==> src/rtl/pipe_control_if.sv <==
// ---------------------------------------------------------------------------
// pipe_control_if
// Purpose : bundles every non-clock/reset signal between the ID-stage decoder,
//           the datapath pipeline registers and the pipe_control hazard block.
// Ports (slave = pipe_control view):
//   inputs  : id_valid, id_ctrl, id_rs1, id_rs2, id_uses_rs1, id_uses_rs2,
//             id_src_fp, id_dest, id_dest_fp, id_reg_we, id_is_load,
//             id_fpu_multi, ex_branch_taken
//   outputs : stall_if, flush_ifid, fpu_busy, ex/mem/wb_valid,
//             ex/mem/wb_ctrl, fwd_a, fwd_b
// The master modport is the decoder/datapath side (or a testbench).
// ---------------------------------------------------------------------------
interface pipe_control_if #(
    parameter int CTRL_W = 24,
    parameter int REG_AW = 5
);
    logic              id_valid;
    logic [CTRL_W-1:0] id_ctrl;
    logic [REG_AW-1:0] id_rs1;
    logic [REG_AW-1:0] id_rs2;
    logic              id_uses_rs1;
    logic              id_uses_rs2;
    logic              id_src_fp;
    logic [REG_AW-1:0] id_dest;
    logic              id_dest_fp;
    logic              id_reg_we;
    logic              id_is_load;
    logic              id_fpu_multi;
    logic              ex_branch_taken;

    logic              stall_if;
    logic              flush_ifid;
    logic              fpu_busy;
    logic              ex_valid;
    logic              mem_valid;
    logic              wb_valid;
    logic [CTRL_W-1:0] ex_ctrl;
    logic [CTRL_W-1:0] mem_ctrl;
    logic [CTRL_W-1:0] wb_ctrl;
    logic [1:0]        fwd_a;
    logic [1:0]        fwd_b;

    modport master (
        output id_valid, id_ctrl, id_rs1, id_rs2, id_uses_rs1, id_uses_rs2,
               id_src_fp, id_dest, id_dest_fp, id_reg_we, id_is_load,
               id_fpu_multi, ex_branch_taken,
        input  stall_if, flush_ifid, fpu_busy, ex_valid, mem_valid, wb_valid,
               ex_ctrl, mem_ctrl, wb_ctrl, fwd_a, fwd_b
    );

    modport slave (
        input  id_valid, id_ctrl, id_rs1, id_rs2, id_uses_rs1, id_uses_rs2,
               id_src_fp, id_dest, id_dest_fp, id_reg_we, id_is_load,
               id_fpu_multi, ex_branch_taken,
        output stall_if, flush_ifid, fpu_busy, ex_valid, mem_valid, wb_valid,
               ex_ctrl, mem_ctrl, wb_ctrl, fwd_a, fwd_b
    );
endinterface

==> src/rtl/pipe_control.sv <==
// ---------------------------------------------------------------------------
// pipe_control
// Purpose : pipelined DLX control. Carries the decoded control bundle of the
//           ID instruction through ID/EX, EX/MEM and MEM/WB with valid bits,
//           detects load-use and multi-cycle FPU hazards, applies branch
//           flushes and produces EX operand forwarding selects.
// Ports   :
//   clk    - rising-edge clock
//   rst_n  - asynchronous active-low reset
//   bus    - pipe_control_if.slave (ID fields, branch resolution in,
//            stall/flush/busy, stage valids/ctrls, fwd_a/fwd_b out)
// Forward select encoding: 00 regfile, 01 EX/MEM, 10 MEM/WB.
// ---------------------------------------------------------------------------
module pipe_control #(
    parameter int CTRL_W  = 24,
    parameter int REG_AW  = 5,
    parameter int FPU_LAT = 4
) (
    input  logic           clk,
    input  logic           rst_n,
    pipe_control_if.slave  bus
);

    localparam logic [3:0] FPU_INIT = 4'(FPU_LAT - 1);

    // EX stage registers (sources are kept for forwarding)
    logic              r_ex_valid;
    logic [CTRL_W-1:0] r_ex_ctrl;
    logic [REG_AW-1:0] r_ex_rs1;
    logic [REG_AW-1:0] r_ex_rs2;
    logic              r_ex_uses_rs1;
    logic              r_ex_uses_rs2;
    logic              r_ex_src_fp;
    logic [REG_AW-1:0] r_ex_dest;
    logic              r_ex_dest_fp;
    logic              r_ex_we;
    logic              r_ex_load;
    logic [3:0]        r_fpu_cnt;

    // MEM stage registers
    logic              r_mem_valid;
    logic [CTRL_W-1:0] r_mem_ctrl;
    logic [REG_AW-1:0] r_mem_dest;
    logic              r_mem_dest_fp;
    logic              r_mem_we;
    logic              r_mem_load;

    // WB stage registers
    logic              r_wb_valid;
    logic [CTRL_W-1:0] r_wb_ctrl;
    logic [REG_AW-1:0] r_wb_dest;
    logic              r_wb_dest_fp;
    logic              r_wb_we;

    logic              w_fpu_busy;
    logic              w_flush;
    logic              w_load_use;
    logic              w_stall;
    logic              w_ex_bubble;
    logic [1:0]        w_fwd_a;
    logic [1:0]        w_fwd_b;

    // A producer matches a source only inside the same register file;
    // GPR r0 is hardwired to zero so it never creates a dependency, FPR f0 does.
    function automatic logic reg_match(
        input logic              stg_valid,
        input logic              stg_we,
        input logic [REG_AW-1:0] stg_dest,
        input logic              stg_dest_fp,
        input logic [REG_AW-1:0] src,
        input logic              src_fp
    );
        return stg_valid && stg_we && (stg_dest == src) &&
               (stg_dest_fp == src_fp) && (src_fp || (src != '0));
    endfunction

    assign w_fpu_busy = (r_fpu_cnt != 4'd0);

    // A branch cannot legally resolve while the FPU owns EX, so it is ignored then.
    // Gating with rst_n keeps flush low during reset.
    assign w_flush = bus.ex_branch_taken && !w_fpu_busy && rst_n;

    assign w_load_use = bus.id_valid && r_ex_valid && r_ex_load &&
                        ((bus.id_uses_rs1 &&
                          reg_match(r_ex_valid, r_ex_we, r_ex_dest, r_ex_dest_fp,
                                    bus.id_rs1, bus.id_src_fp)) ||
                         (bus.id_uses_rs2 &&
                          reg_match(r_ex_valid, r_ex_we, r_ex_dest, r_ex_dest_fp,
                                    bus.id_rs2, bus.id_src_fp)));

    // Flush squashes the ID instruction, so its load-use hazard is moot.
    assign w_stall     = w_fpu_busy || (w_load_use && !w_flush);
    assign w_ex_bubble = w_flush || w_load_use || !bus.id_valid;

    // EX register: holds while the FPU is busy, otherwise takes ID or a bubble.
    // The counter is armed with FPU_LAT-1 so a multi-cycle op sits in EX
    // for exactly FPU_LAT cycles (FPU_LAT-1 busy cycles plus the final one).
    always_ff @(posedge clk or negedge rst_n) begin
        if (!rst_n) begin
            r_ex_valid    <= 1'b0;
            r_ex_ctrl     <= '0;
            r_ex_rs1      <= '0;
            r_ex_rs2      <= '0;
            r_ex_uses_rs1 <= 1'b0;
            r_ex_uses_rs2 <= 1'b0;
            r_ex_src_fp   <= 1'b0;
            r_ex_dest     <= '0;
            r_ex_dest_fp  <= 1'b0;
            r_ex_we       <= 1'b0;
            r_ex_load     <= 1'b0;
            r_fpu_cnt     <= 4'd0;
        end else if (w_fpu_busy) begin
            r_fpu_cnt <= r_fpu_cnt - 4'd1;
        end else if (w_ex_bubble) begin
            r_ex_valid    <= 1'b0;
            r_ex_ctrl     <= '0;
            r_ex_rs1      <= '0;
            r_ex_rs2      <= '0;
            r_ex_uses_rs1 <= 1'b0;
            r_ex_uses_rs2 <= 1'b0;
            r_ex_src_fp   <= 1'b0;
            r_ex_dest     <= '0;
            r_ex_dest_fp  <= 1'b0;
            r_ex_we       <= 1'b0;
            r_ex_load     <= 1'b0;
            r_fpu_cnt     <= 4'd0;
        end else begin
            r_ex_valid    <= 1'b1;
            r_ex_ctrl     <= bus.id_ctrl;
            r_ex_rs1      <= bus.id_rs1;
            r_ex_rs2      <= bus.id_rs2;
            r_ex_uses_rs1 <= bus.id_uses_rs1;
            r_ex_uses_rs2 <= bus.id_uses_rs2;
            r_ex_src_fp   <= bus.id_src_fp;
            r_ex_dest     <= bus.id_dest;
            r_ex_dest_fp  <= bus.id_dest_fp;
            r_ex_we       <= bus.id_reg_we;
            r_ex_load     <= bus.id_is_load;
            r_fpu_cnt     <= bus.id_fpu_multi ? FPU_INIT : 4'd0;
        end
    end

    // MEM register: follows EX, but takes bubbles while the FPU holds EX.
    always_ff @(posedge clk or negedge rst_n) begin
        if (!rst_n) begin
            r_mem_valid   <= 1'b0;
            r_mem_ctrl    <= '0;
            r_mem_dest    <= '0;
            r_mem_dest_fp <= 1'b0;
            r_mem_we      <= 1'b0;
            r_mem_load    <= 1'b0;
        end else if (w_fpu_busy) begin
            r_mem_valid   <= 1'b0;
            r_mem_ctrl    <= '0;
            r_mem_dest    <= '0;
            r_mem_dest_fp <= 1'b0;
            r_mem_we      <= 1'b0;
            r_mem_load    <= 1'b0;
        end else begin
            r_mem_valid   <= r_ex_valid;
            r_mem_ctrl    <= r_ex_ctrl;
            r_mem_dest    <= r_ex_dest;
            r_mem_dest_fp <= r_ex_dest_fp;
            r_mem_we      <= r_ex_we;
            r_mem_load    <= r_ex_load;
        end
    end

    // WB register: unconditionally follows MEM.
    always_ff @(posedge clk or negedge rst_n) begin
        if (!rst_n) begin
            r_wb_valid   <= 1'b0;
            r_wb_ctrl    <= '0;
            r_wb_dest    <= '0;
            r_wb_dest_fp <= 1'b0;
            r_wb_we      <= 1'b0;
        end else begin
            r_wb_valid   <= r_mem_valid;
            r_wb_ctrl    <= r_mem_ctrl;
            r_wb_dest    <= r_mem_dest;
            r_wb_dest_fp <= r_mem_dest_fp;
            r_wb_we      <= r_mem_we;
        end
    end

    // Forwarding: the youngest producer (MEM) wins. A load in MEM has no data
    // yet, so its EX/MEM path is suppressed and WB is considered instead.
    always_comb begin
        w_fwd_a = 2'b00;
        w_fwd_b = 2'b00;
        if (r_ex_uses_rs1) begin
            if (!r_mem_load && reg_match(r_mem_valid, r_mem_we, r_mem_dest,
                                         r_mem_dest_fp, r_ex_rs1, r_ex_src_fp))
                w_fwd_a = 2'b01;
            else if (reg_match(r_wb_valid, r_wb_we, r_wb_dest, r_wb_dest_fp,
                               r_ex_rs1, r_ex_src_fp))
                w_fwd_a = 2'b10;
        end
        if (r_ex_uses_rs2) begin
            if (!r_mem_load && reg_match(r_mem_valid, r_mem_we, r_mem_dest,
                                         r_mem_dest_fp, r_ex_rs2, r_ex_src_fp))
                w_fwd_b = 2'b01;
            else if (reg_match(r_wb_valid, r_wb_we, r_wb_dest, r_wb_dest_fp,
                               r_ex_rs2, r_ex_src_fp))
                w_fwd_b = 2'b10;
        end
    end

    assign bus.stall_if   = w_stall;
    assign bus.flush_ifid = w_flush;
    assign bus.fpu_busy   = w_fpu_busy;
    assign bus.ex_valid   = r_ex_valid;
    assign bus.mem_valid  = r_mem_valid;
    assign bus.wb_valid   = r_wb_valid;
    assign bus.ex_ctrl    = r_ex_ctrl;
    assign bus.mem_ctrl   = r_mem_ctrl;
    assign bus.wb_ctrl    = r_wb_ctrl;
    assign bus.fwd_a      = w_fwd_a;
    assign bus.fwd_b      = w_fwd_b;

endmodule

==> src/flat_wrapper.sv <==
// flat-port wrapper written by rule: the top's interface ports become plain ports
module pipe_control_flat 
#(
    parameter int CTRL_W  = 24,
    parameter int REG_AW  = 5,
    parameter int FPU_LAT = 4
)
  (clk, rst_n, bus_id_valid, bus_id_ctrl, bus_id_rs1, bus_id_rs2, bus_id_uses_rs1, bus_id_uses_rs2, bus_id_src_fp, bus_id_dest, bus_id_dest_fp, bus_id_reg_we, bus_id_is_load, bus_id_fpu_multi, bus_ex_branch_taken, bus_stall_if, bus_flush_ifid, bus_fpu_busy, bus_ex_valid, bus_mem_valid, bus_wb_valid, bus_ex_ctrl, bus_mem_ctrl, bus_wb_ctrl, bus_fwd_a, bus_fwd_b);
  pipe_control_if #(.CTRL_W(CTRL_W), .REG_AW(REG_AW)) bus_i ();
  input  logic clk;
  input  logic rst_n;
  input wire logic [$bits(bus_i.id_valid)-1:0] bus_id_valid;
  input wire logic [$bits(bus_i.id_ctrl)-1:0] bus_id_ctrl;
  input wire logic [$bits(bus_i.id_rs1)-1:0] bus_id_rs1;
  input wire logic [$bits(bus_i.id_rs2)-1:0] bus_id_rs2;
  input wire logic [$bits(bus_i.id_uses_rs1)-1:0] bus_id_uses_rs1;
  input wire logic [$bits(bus_i.id_uses_rs2)-1:0] bus_id_uses_rs2;
  input wire logic [$bits(bus_i.id_src_fp)-1:0] bus_id_src_fp;
  input wire logic [$bits(bus_i.id_dest)-1:0] bus_id_dest;
  input wire logic [$bits(bus_i.id_dest_fp)-1:0] bus_id_dest_fp;
  input wire logic [$bits(bus_i.id_reg_we)-1:0] bus_id_reg_we;
  input wire logic [$bits(bus_i.id_is_load)-1:0] bus_id_is_load;
  input wire logic [$bits(bus_i.id_fpu_multi)-1:0] bus_id_fpu_multi;
  input wire logic [$bits(bus_i.ex_branch_taken)-1:0] bus_ex_branch_taken;
  output wire logic [$bits(bus_i.stall_if)-1:0] bus_stall_if;
  output wire logic [$bits(bus_i.flush_ifid)-1:0] bus_flush_ifid;
  output wire logic [$bits(bus_i.fpu_busy)-1:0] bus_fpu_busy;
  output wire logic [$bits(bus_i.ex_valid)-1:0] bus_ex_valid;
  output wire logic [$bits(bus_i.mem_valid)-1:0] bus_mem_valid;
  output wire logic [$bits(bus_i.wb_valid)-1:0] bus_wb_valid;
  output wire logic [$bits(bus_i.ex_ctrl)-1:0] bus_ex_ctrl;
  output wire logic [$bits(bus_i.mem_ctrl)-1:0] bus_mem_ctrl;
  output wire logic [$bits(bus_i.wb_ctrl)-1:0] bus_wb_ctrl;
  output wire logic [$bits(bus_i.fwd_a)-1:0] bus_fwd_a;
  output wire logic [$bits(bus_i.fwd_b)-1:0] bus_fwd_b;
  assign bus_i.id_valid = bus_id_valid;
  assign bus_i.id_ctrl = bus_id_ctrl;
  assign bus_i.id_rs1 = bus_id_rs1;
  assign bus_i.id_rs2 = bus_id_rs2;
  assign bus_i.id_uses_rs1 = bus_id_uses_rs1;
  assign bus_i.id_uses_rs2 = bus_id_uses_rs2;
  assign bus_i.id_src_fp = bus_id_src_fp;
  assign bus_i.id_dest = bus_id_dest;
  assign bus_i.id_dest_fp = bus_id_dest_fp;
  assign bus_i.id_reg_we = bus_id_reg_we;
  assign bus_i.id_is_load = bus_id_is_load;
  assign bus_i.id_fpu_multi = bus_id_fpu_multi;
  assign bus_i.ex_branch_taken = bus_ex_branch_taken;
  assign bus_stall_if = bus_i.stall_if;
  assign bus_flush_ifid = bus_i.flush_ifid;
  assign bus_fpu_busy = bus_i.fpu_busy;
  assign bus_ex_valid = bus_i.ex_valid;
  assign bus_mem_valid = bus_i.mem_valid;
  assign bus_wb_valid = bus_i.wb_valid;
  assign bus_ex_ctrl = bus_i.ex_ctrl;
  assign bus_mem_ctrl = bus_i.mem_ctrl;
  assign bus_wb_ctrl = bus_i.wb_ctrl;
  assign bus_fwd_a = bus_i.fwd_a;
  assign bus_fwd_b = bus_i.fwd_b;
  pipe_control #(.CTRL_W(CTRL_W), .REG_AW(REG_AW), .FPU_LAT(FPU_LAT)) u_core (.clk(clk), .rst_n(rst_n), .bus(bus_i));
endmodule
==> config.mk <==
export PLATFORM = sky130hd
export DESIGN_NAME = pipe_control_flat
export DESIGN_NICKNAME = d
export VERILOG_FILES = /design/src/rtl/pipe_control_if.sv /design/src/rtl/pipe_control.sv /design/src/flat_wrapper.sv
export SDC_FILE = /design/constraint.sdc
export NUM_CORES = 1
export LEC_CHECK = 0
export CAP_MARGIN = 20
export CORE_MARGIN = 1.5
export CORE_UTILIZATION = 47
export DETAILED_ROUTE_END_ITERATION = 8
export PLACE_DENSITY = 0.79
export SETUP_SLACK_MARGIN = 0.1
export SLEW_MARGIN = 20
export SYNTH_ARGS = -nofsm -noshare
export SYNTH_HDL_FRONTEND = slang
export SYNTH_SLANG_ARGS = --single-unit
==> constraint.sdc <==
create_clock -name clk -period 2.56 [get_ports clk]
set_input_delay 0.64 -clock clk [delete_from_list [all_inputs] [get_ports clk]]
set_output_delay 0.64 -clock clk [all_outputs]
set_load 0.03 [all_outputs]
After elaboration in Yosys (flattened, before gate mapping)
Index checks and enable logic that the tools add are counted.

Register bits after elaboration: 115. Output and inout port bits: 82.

$add $sub $neg: 1. Equal/unequal tests: 9. Multiplexer cells: 26. Reduce and logical (&&, ||, !) cells: 48.

Operator list (count): $mux 24 (2); $logic_and 1x1->1 (31); $eq 5x5->1 (6); $mux 5 (4); $reduce_bool 5->1 (4); $mux 2 (7); $mux 1 (11); $logic_or 1x1->1 (8); $mux 4 (2); $logic_not 1->1 (4); $reduce_bool 4->1 (1); $sub 4x1->4 const B (1); $eq 1x1->1 (3).

Depth between registers and ports, before layout
Gate-level depths: netlist (run 1).

Word-level depth: 11. Mapped depth: 8. Depth with buffers taken out: 6.

Worst setup path after synthesis (run 1)
Ideal clock, no wire load.

Path kind: input to output. From: input port bus_id_rs1[0]. To: output port bus_stall_if. Data arrival time: 1.859 ns. Data required time: 1.920 ns. Setup slack: 0.061 ns. Cell stages on the path: 5. Buffers on the path: 1. Cells stage by stage: or4_4 -> o211ai_2 -> o22ai_2 -> buf_6 -> a31o_1.

Cells in the longest elaborated chain, start to end: 9.

RTL lines: start, declared (line flat_wrapper.sv:14) `input wire logic [$bits(bus_i.id_rs1)-1:0] bus_id_rs1;`; $eq 5x5->1 (line pipe_control.sv:73) `return stg_valid && stg_we && (stg_dest == src) &&`; $logic_and 1x1->1 (2 in series) (line pipe_control.sv:73); $logic_and 1x1->1 (*) (line pipe_control.sv:74) `(stg_dest_fp == src_fp) && (src_fp || (src != '0));`; $logic_and 1x1->1 (*) (line pipe_control.sv:84) `((bus.id_uses_rs1 &&`; $logic_or 1x1->1 (*) (line pipe_control.sv:86) `bus.id_rs1, bus.id_src_fp)) ||`; $logic_and 1x1->1 (*) (line pipe_control.sv:83) `assign w_load_use = bus.id_valid && r_ex_valid && r_ex_load &&`; $logic_and 1x1->1 (*) (line pipe_control.sv:92) `assign w_stall = w_fpu_busy || (w_load_use && !w_flush);`; $logic_or 1x1->1 (*) (line pipe_control.sv:92); end, declared (line flat_wrapper.sv:25) `output wire logic [$bits(bus_i.stall_if)-1:0] bus_stall_if;`.

Mark *: on every way between the ends. The rest lies on a longest branch, timed or not.

Worst setup path after layout (run 1)
From: register u_core.r_ex_src_fp. To: output port bus_fwd_a[0].

Cells in the longest elaborated chain, start to end: 6.

RTL lines: start, declared (line pipe_control.sv:33) `logic r_ex_src_fp;`; start signal, assigned (line pipe_control.sv:134) `r_ex_src_fp <= bus.id_src_fp;`; $eq 1x1->1 (line pipe_control.sv:74); $logic_and 1x1->1 (line pipe_control.sv:73); $logic_and 1x1->1 (*) (line pipe_control.sv:74); $logic_and 1x1->1 (*) (line pipe_control.sv:192) `if (!r_mem_load && reg_match(r_mem_valid, r_mem_we, r_mem_dest,`; $mux 2 (*) (line pipe_control.sv:192); $mux 2 (*) (line pipe_control.sv:191) `if (r_ex_uses_rs1) begin`; end, declared (line flat_wrapper.sv:34) `output wire logic [$bits(bus_i.fwd_a)-1:0] bus_fwd_a;`.

Marks and branches as above.

==> flow_metrics.env, run 1 <==
export IMPL_crit_type="register to output port"
export IMPL_dr_pass1_iters=5
export IMPL_synth_avg_cell_area_sq_um=11.6
export IMPL_startpoint="u_core.r_ex_src_fp"
export IMPL_synth_top_area_share_pct=62.6
export IMPL_synth_seq_cells=115
export IMPL_final_hold_viol_count=0
export IMPL_portBuffers=131
export IMPL_die_area_sq_um=10400
export IMPL_grt_pass1_vias=3895
export IMPL_synth_edf_count=0
export IMPL_r2r_cells=8
export IMPL_status="complete, but fails checks"
export IMPL_vdd_drop_max_mv=0.637
export IMPL_clock_sinks=115
export IMPL_finalPower_mw=8.82
export IMPL_internal_power_mw=5.58
export IMPL_setup_violations=5
export IMPL_io_pins=132
export IMPL_ys_flop_type="dfrtp_1"
export IMPL_register_area_sq_um=2880
export IMPL_pwr_share_clk_pct=26.3
export IMPL_fillers=627
export IMPL_track_usage_pct=26.1
export IMPL_final_common_cell="dfrtp_1"
export IMPL_drive_above_1_share_pct=20.3
export IMPL_clock_skew_ns=0.00893
export IMPL_cts_root_buf="clkbuf_8"
export IMPL_reg2reg_slack_ns=0.18
export IMPL_worstSkewPairLatency_ns=0.50
export IMPL_hpwl_microns=7640
export IMPL_antenna_found_initial=0
export IMPL_drc_errors=0
export IMPL_async_reset_ff_share_pct=100
export IMPL_finalHoldWorstSlack_ns=0.264
export IMPL_multi_input_comb_area_sq_um=1790
export IMPL_overflow=0
export IMPL_power_share_sequential_pct=32.3
export IMPL_finalCritPeriodShare_pct=107
export IMPL_place_inst=658
export IMPL_yosysTopAreaCell="dfrtp_1"
export IMPL_swShare_pct=36.7
export IMPL_coreArea_sq_um=9370
export IMPL_clkTransAtPathRegs_ns=0.06
export IMPL_max_cap_violations=0
export IMPL_syn_inst=396
export IMPL_cp_endpoint="bus_fwd_a[0]"
export IMPL_htreeDepth=4
export IMPL_yosysUniqueCellTypes=38
export IMPL_cts_tree="built"
export IMPL_clock_path_buffers=2
export IMPL_area_growth_pct=55.0
export IMPL_ys_top_cells_by_area="dfrtp_1 63%, a22oi_1 7.5%, xnor2_1 6.1%"
export IMPL_r2r_end="u_core.r_fpu_cnt[0]"
export IMPL_globalplace_congestion=0.841
export IMPL_hold_buffers=0
export IMPL_cp_max_fo=3
export IMPL_r2r_start="u_core.r_fpu_cnt[0]"
export IMPL_wl_per_cell_microns=18.4
export IMPL_power_density_nw_per_um2=1240
export IMPL_postRouteWirelength_microns=13000
export IMPL_yosysWarnings=0
export IMPL_yosysSeqAreaShare_pct=62.6
export IMPL_cp_required_ns=1.92
export IMPL_period_needed_ns=2.73
export IMPL_syn_nets=447
export IMPL_first_iter_violations=235
export IMPL_slew_violations=0
export IMPL_power_share_combinational_pct=41.5
export IMPL_max_slew_margin_pct=36.8
export IMPL_cp_end_kind="output port"
export IMPL_rsz0062_at_grt="yes"
export IMPL_die_x_microns=102
export IMPL_worst_pin_slew_ns=0.948
export IMPL_start_util_pct=49.1
export IMPL_min_delay_path_class="input pin to async pin"
export IMPL_final_cell_mix="115 x dfrtp_1, 112 x clkdlybuf4s50_1, 51 x nand2_1"
export IMPL_setup_ws_ns=-0.168
export IMPL_grt_pass1_wl_microns=20100
export IMPL_fin_cells=706
export IMPL_numCtsBuffers=17
export IMPL_grt_max_degree=68
export IMPL_vias=3779
export IMPL_pre_cts_slack_ns=-0.402
export IMPL_p_leak_nw=3.05
export IMPL_die_h_microns=102
export IMPL_num_rows=35
export IMPL_max_freq_mhz=367
export IMPL_viasPerCell=5.35
export IMPL_ant_nets=0
export IMPL_syn_area_sq_um=4600
export IMPL_cp_start_kind="register"
export IMPL_final_nets=614
export IMPL_critPathArrivalTime_ns=2.09
export IMPL_violations="setup timing"
export IMPL_switching_power_mw=3.24
==> worst min path at each step <==
stage | to | depth (start not counted)
2_1_floorplan | u_core.bus.ex_ctrl[0] | 0
3_5_place_dp | u_core.bus.wb_ctrl[6] | 0
3_3_place_gp | u_core.bus.wb_ctrl[16] | 0
6_report | u_core.bus.ex_ctrl[15] | 2
4_1_cts | u_core.bus.wb_ctrl[7] | 2
5_1_grt | u_core.bus.mem_ctrl[17] | 2
==> worst max-delay path: stages, from the launching register on <==
cell and delay [ns]:
dfrtp_1 0.40, buf_4 0.15, or4_4 0.43, nor3_4 0.23, nor4_4 0.10, and2_4 0.15
buf_6 0.13
==> power by group through the flow <==
stage	clock network, mW	logic [mW]	registers [mW]
global placement	0	3.03	2.81
CTS	2.33	3.51	2.83
finish	2.32	3.66	2.85
detailed placement	0	3.11	2.84
floorplan	0	1.25	3.41
global route	2.43	3.88	2.92
==> metal layers <==
layer,vias to the layer above,share of wire (%),track usage [%]
met5,-,0,0
met4,0,3.0,13.4
met3,28,5.7,6.77
met2,135,51,43.7
met1,1901,40,31.2
li1,1715,-,-
==> cells in the mapped netlist, types with 3 or more instances <==
cell type	number
a22oi_1	46
o21ai_1	40
o21ai_0	8
nor3_1	3
nand4_1	5
inv_1	3
xnor2_1	32
nor2_1	5
buf_2	6
clkbuf_1	13
nand3_1	3
nand2_1	52
and2_1	35
dfrtp_1	115
==> layout make-up <==
| cell class | instances | area share (%) |
|---|---|---|
| timing repair buffer | 171 | 23.7 |
| inverter | 4 | 0.211 |
| clock buffer | 19 | 6.06 |
| sequential | 115 | 40.4 |
| tap | 129 | 2.27 |
| clock inverter | 13 | 2.25 |
| antenna | 1 | 0.0351 |
| multi-input combinational | 254 | 25.1 |
==> flip-flops by register name (all words and copies together) (netlist names), 4 cells and up <==
register,flops
u_core.bus.wb_ctrl,24
u_core.r_ex_rs1,5
u_core.r_ex_dest,5
u_core.bus.mem_ctrl,24
u_core.r_fpu_cnt,4
u_core.r_mem_dest,5
u_core.r_wb_dest,5
u_core.r_ex_rs2,5
u_core.bus.ex_ctrl,24
==> logic make-up (layout without fill, tap and decap cells) <==
kind of cell	Yosys count	in the layout	share of synthesized area, %
flip-flops	115	115	62.6
multiplexers	1	1	0.218
buffers and inverters	27	207	2.88
adder cells (fa/ha/maj)	1	1	0.272
AND/OR/NAND/NOR	115	115	13.0
AO/OA/AOI/OAI	104	104	14.8
other	0	1	0
XOR/XNOR	33	33	6.29
==> stage by stage <==
| step | utilization [%] | TNS [ns] | cell area [sq um] |
|---|---|---|---|
| floorplan | - | 0 | 4610 |
| global placement | 65.8 | -0.563 | 6170 |
| detailed placement | 65.8 | -0.991 | 6170 |
| CTS | 74.6 | -0.522 | 6990 |
| global route | 76.0 | -0.877 | 7120 |
| finish | 76.0 | -0.505 | 7130 |
==> repair_timing <==
item / 4_1_cts / 5_1_grt
cloned: 2 / 0
gates resized for setup: 69 / 17
pin swaps: 19 / 12
endpoints found under the setup margin: 7 / 7
setup buffers: 7 / 6
No activity file was read; power rests on OpenSTA's default activity.
==> run 2: changes to the inputs <==
Settings changed: GPL_ROUTABILITY_DRIVEN set to 0, SLEW_MARGIN 20 to 10.
==> run 2 against run 1 <==
  * The run still ends with setup timing left
  * Worst hold slack gained 0.020 ns
  * Via count rose by 3.4%
  * Combinational power up 5.5%
  * Cell area up 1.0%
  * Critical path depth shrank 1
  * Register-to-register slack better by 0.07 ns
  * Global-route usage is 0.17 points lower
  * Setup slack lost 0.13 ns
  * Die area is the same
  * Core utilization rose by 0.79 points
==> flow_metrics.env, run 2 (same netlist as run 1, synthesis figures left out) <==
export IMPL_coreArea_sq_um=9370
export IMPL_internal_power_mw=5.53
export IMPL_power_share_sequential_pct=32.4
export IMPL_start_util_pct=49.1
export IMPL_final_common_cell="clkdlybuf4s50_1"
export IMPL_r2r_end="u_core.r_fpu_cnt[1]"
export IMPL_clock_sinks=115
export IMPL_worstSkewPairLatency_ns=0.51
export IMPL_final_cell_mix="112 x clkdlybuf4s50_1, 107 x dfrtp_1, 52 x nand2_1"
export IMPL_setup_ws_ns=-0.294
export IMPL_fin_cells=714
export IMPL_final_nets=623
export IMPL_rsz0062_at_grt="yes"
export IMPL_cts_root_buf="clkbuf_8"
export IMPL_max_cap_violations=0
export IMPL_viasPerCell=5.47
export IMPL_overflow=0
export IMPL_max_slew_margin_pct=37.2
export IMPL_cp_start_kind="register"
export IMPL_max_freq_mhz=350
export IMPL_ant_nets=0
export IMPL_placed_cell_area_sq_um=6180
export IMPL_pwr_share_clk_pct=24.4
export IMPL_vdd_drop_max_mv=0.900
export IMPL_finalCritPeriodShare_pct=111
export IMPL_swShare_pct=38.1
export IMPL_final_hold_viol_count=0
export IMPL_min_delay_path_class="input pin to async pin"
export IMPL_antenna_found_initial=0
export IMPL_finalHoldWorstSlack_ns=0.284
export IMPL_cp_end_kind="output port"
export IMPL_die_area_sq_um=10400
export IMPL_p_leak_nw=3.09
export IMPL_crit_type="register to output port"
export IMPL_power_share_combinational_pct=43.2
export IMPL_num_antenna_cells=0
export IMPL_switching_power_mw=3.41
export IMPL_hpwl_microns=7690
export IMPL_numCtsBuffers=17
export IMPL_r2r_cells=8
export IMPL_io_pins=132
export IMPL_r2r_start="u_core.r_fpu_cnt[0]"
export IMPL_postRouteWirelength_microns=13900
export IMPL_grt_pass1_vias=3847
export IMPL_grt_max_degree=60
export IMPL_clock_path_buffers=2
export IMPL_dr_pass1_iters=4
export IMPL_die_h_microns=102
export IMPL_clock_skew_ns=0.0168
export IMPL_die_x_microns=102
export IMPL_num_rows=35
export IMPL_power_density_nw_per_um2=1240
export IMPL_clkTransAtPathRegs_ns=0.06
export IMPL_setup_violations=5
export IMPL_violations="setup timing"
export IMPL_final_core_util_pct=76.8
export IMPL_fillers=614
export IMPL_period_needed_ns=2.85
export IMPL_first_iter_violations=173
export IMPL_design_area_sq_um=7200
export IMPL_multi_input_comb_area_sq_um=1820
export IMPL_status="complete, but fails checks"
export IMPL_finalPower_mw=8.94
export IMPL_cp_required_ns=1.92
export IMPL_cts_tree="built"
export IMPL_portBuffers=131
export IMPL_worst_pin_slew_ns=0.941
export IMPL_drive_above_1_share_pct=23.8
export IMPL_cp_max_fo=3
export IMPL_register_area_sq_um=2890
export IMPL_reg2reg_slack_ns=0.25
export IMPL_wl_per_cell_microns=19.5
export IMPL_grt_pass1_wl_microns=20100
export IMPL_slew_violations=0
export IMPL_place_inst=659
export IMPL_drc_errors=0
export IMPL_track_usage_pct=25.9
export IMPL_critPathArrivalTime_ns=2.21
export IMPL_vias=3909
export IMPL_htreeDepth=4
export IMPL_area_growth_pct=56.6
==> run 2: critical path: stages, from the launching register on <==
cell and delay [ns]:
dfrtp_1 0.42, or4_4 0.59, nor3_4 0.29, or4_1 0.19
nor2_1 0.05, buf_4 0.17
==> run 2: layer usage <==
layer,global-route usage [%],routed length (microns)
met2,44.8,7350
met5,0,0
met1,31.4,5300
met4,10.0,387
met3,6.50,905
==> run 2: power by group through the flow <==
stage	registers [mW]	logic [mW]	clock network (mW)
6_report	2.90	3.86	2.18
3_5_place_dp	2.85	3.12	0
3_3_place_gp	2.81	3.04	0
2_1_floorplan	3.41	1.25	0
5_1_grt	2.96	4.09	2.28
4_1_cts	2.83	3.51	2.19
==> run 2: repair_timing <==
action,in CTS,in global routing
resized for setup,66,32
gates cloned,2,0
pin swaps,13,16
setup buffers,10,10
hold buffers,1,0
endpoints found under the setup margin,7,7
endpoints found under the hold margin,10,0
==> run 2: area by class of cell <==
cell class                 count  area share [%]
clock buffer                  18            5.94
inverter                       4           0.209
sequential                   115            40.1
clock inverter                14            1.82
timing repair buffer         180            24.4
multi-input combinational    254            25.3
tap                          129            2.24
==> run 2: worst max path at each step <==
stage / startpoint / endpoint / cells past startpoint
3_3_place_gp: bus_id_rs1[0] / bus_stall_if / 6
6_report: u_core.r_ex_rs1[2] / bus_fwd_a[1] / 5
3_5_place_dp: bus_id_src_fp / bus_stall_if / 6
5_1_grt: u_core.r_ex_src_fp / bus_fwd_a[1] / 6
4_1_cts: u_core.r_ex_rs1[3] / bus_fwd_a[1] / 6
2_1_floorplan: u_core.r_fpu_cnt[0] / bus_flush_ifid / 6
==> run 2: per-stage QoR <==
step / worst slack [ns] / TNS [ns]
floorplan: 0.0921 / 0
global placement: -0.381 / -0.556
detailed placement: -0.420 / -1.76
CTS: -0.140 / -0.575
global route: -0.346 / -1.09
finish: -0.294 / -0.743
==> run 3: changes to the inputs <==
Settings changed: CTS_CLUSTER_SIZE set to 14.
==> results of run 3 <==
Same layout as run 2: the final DEF is identical, and so are final timing and power.
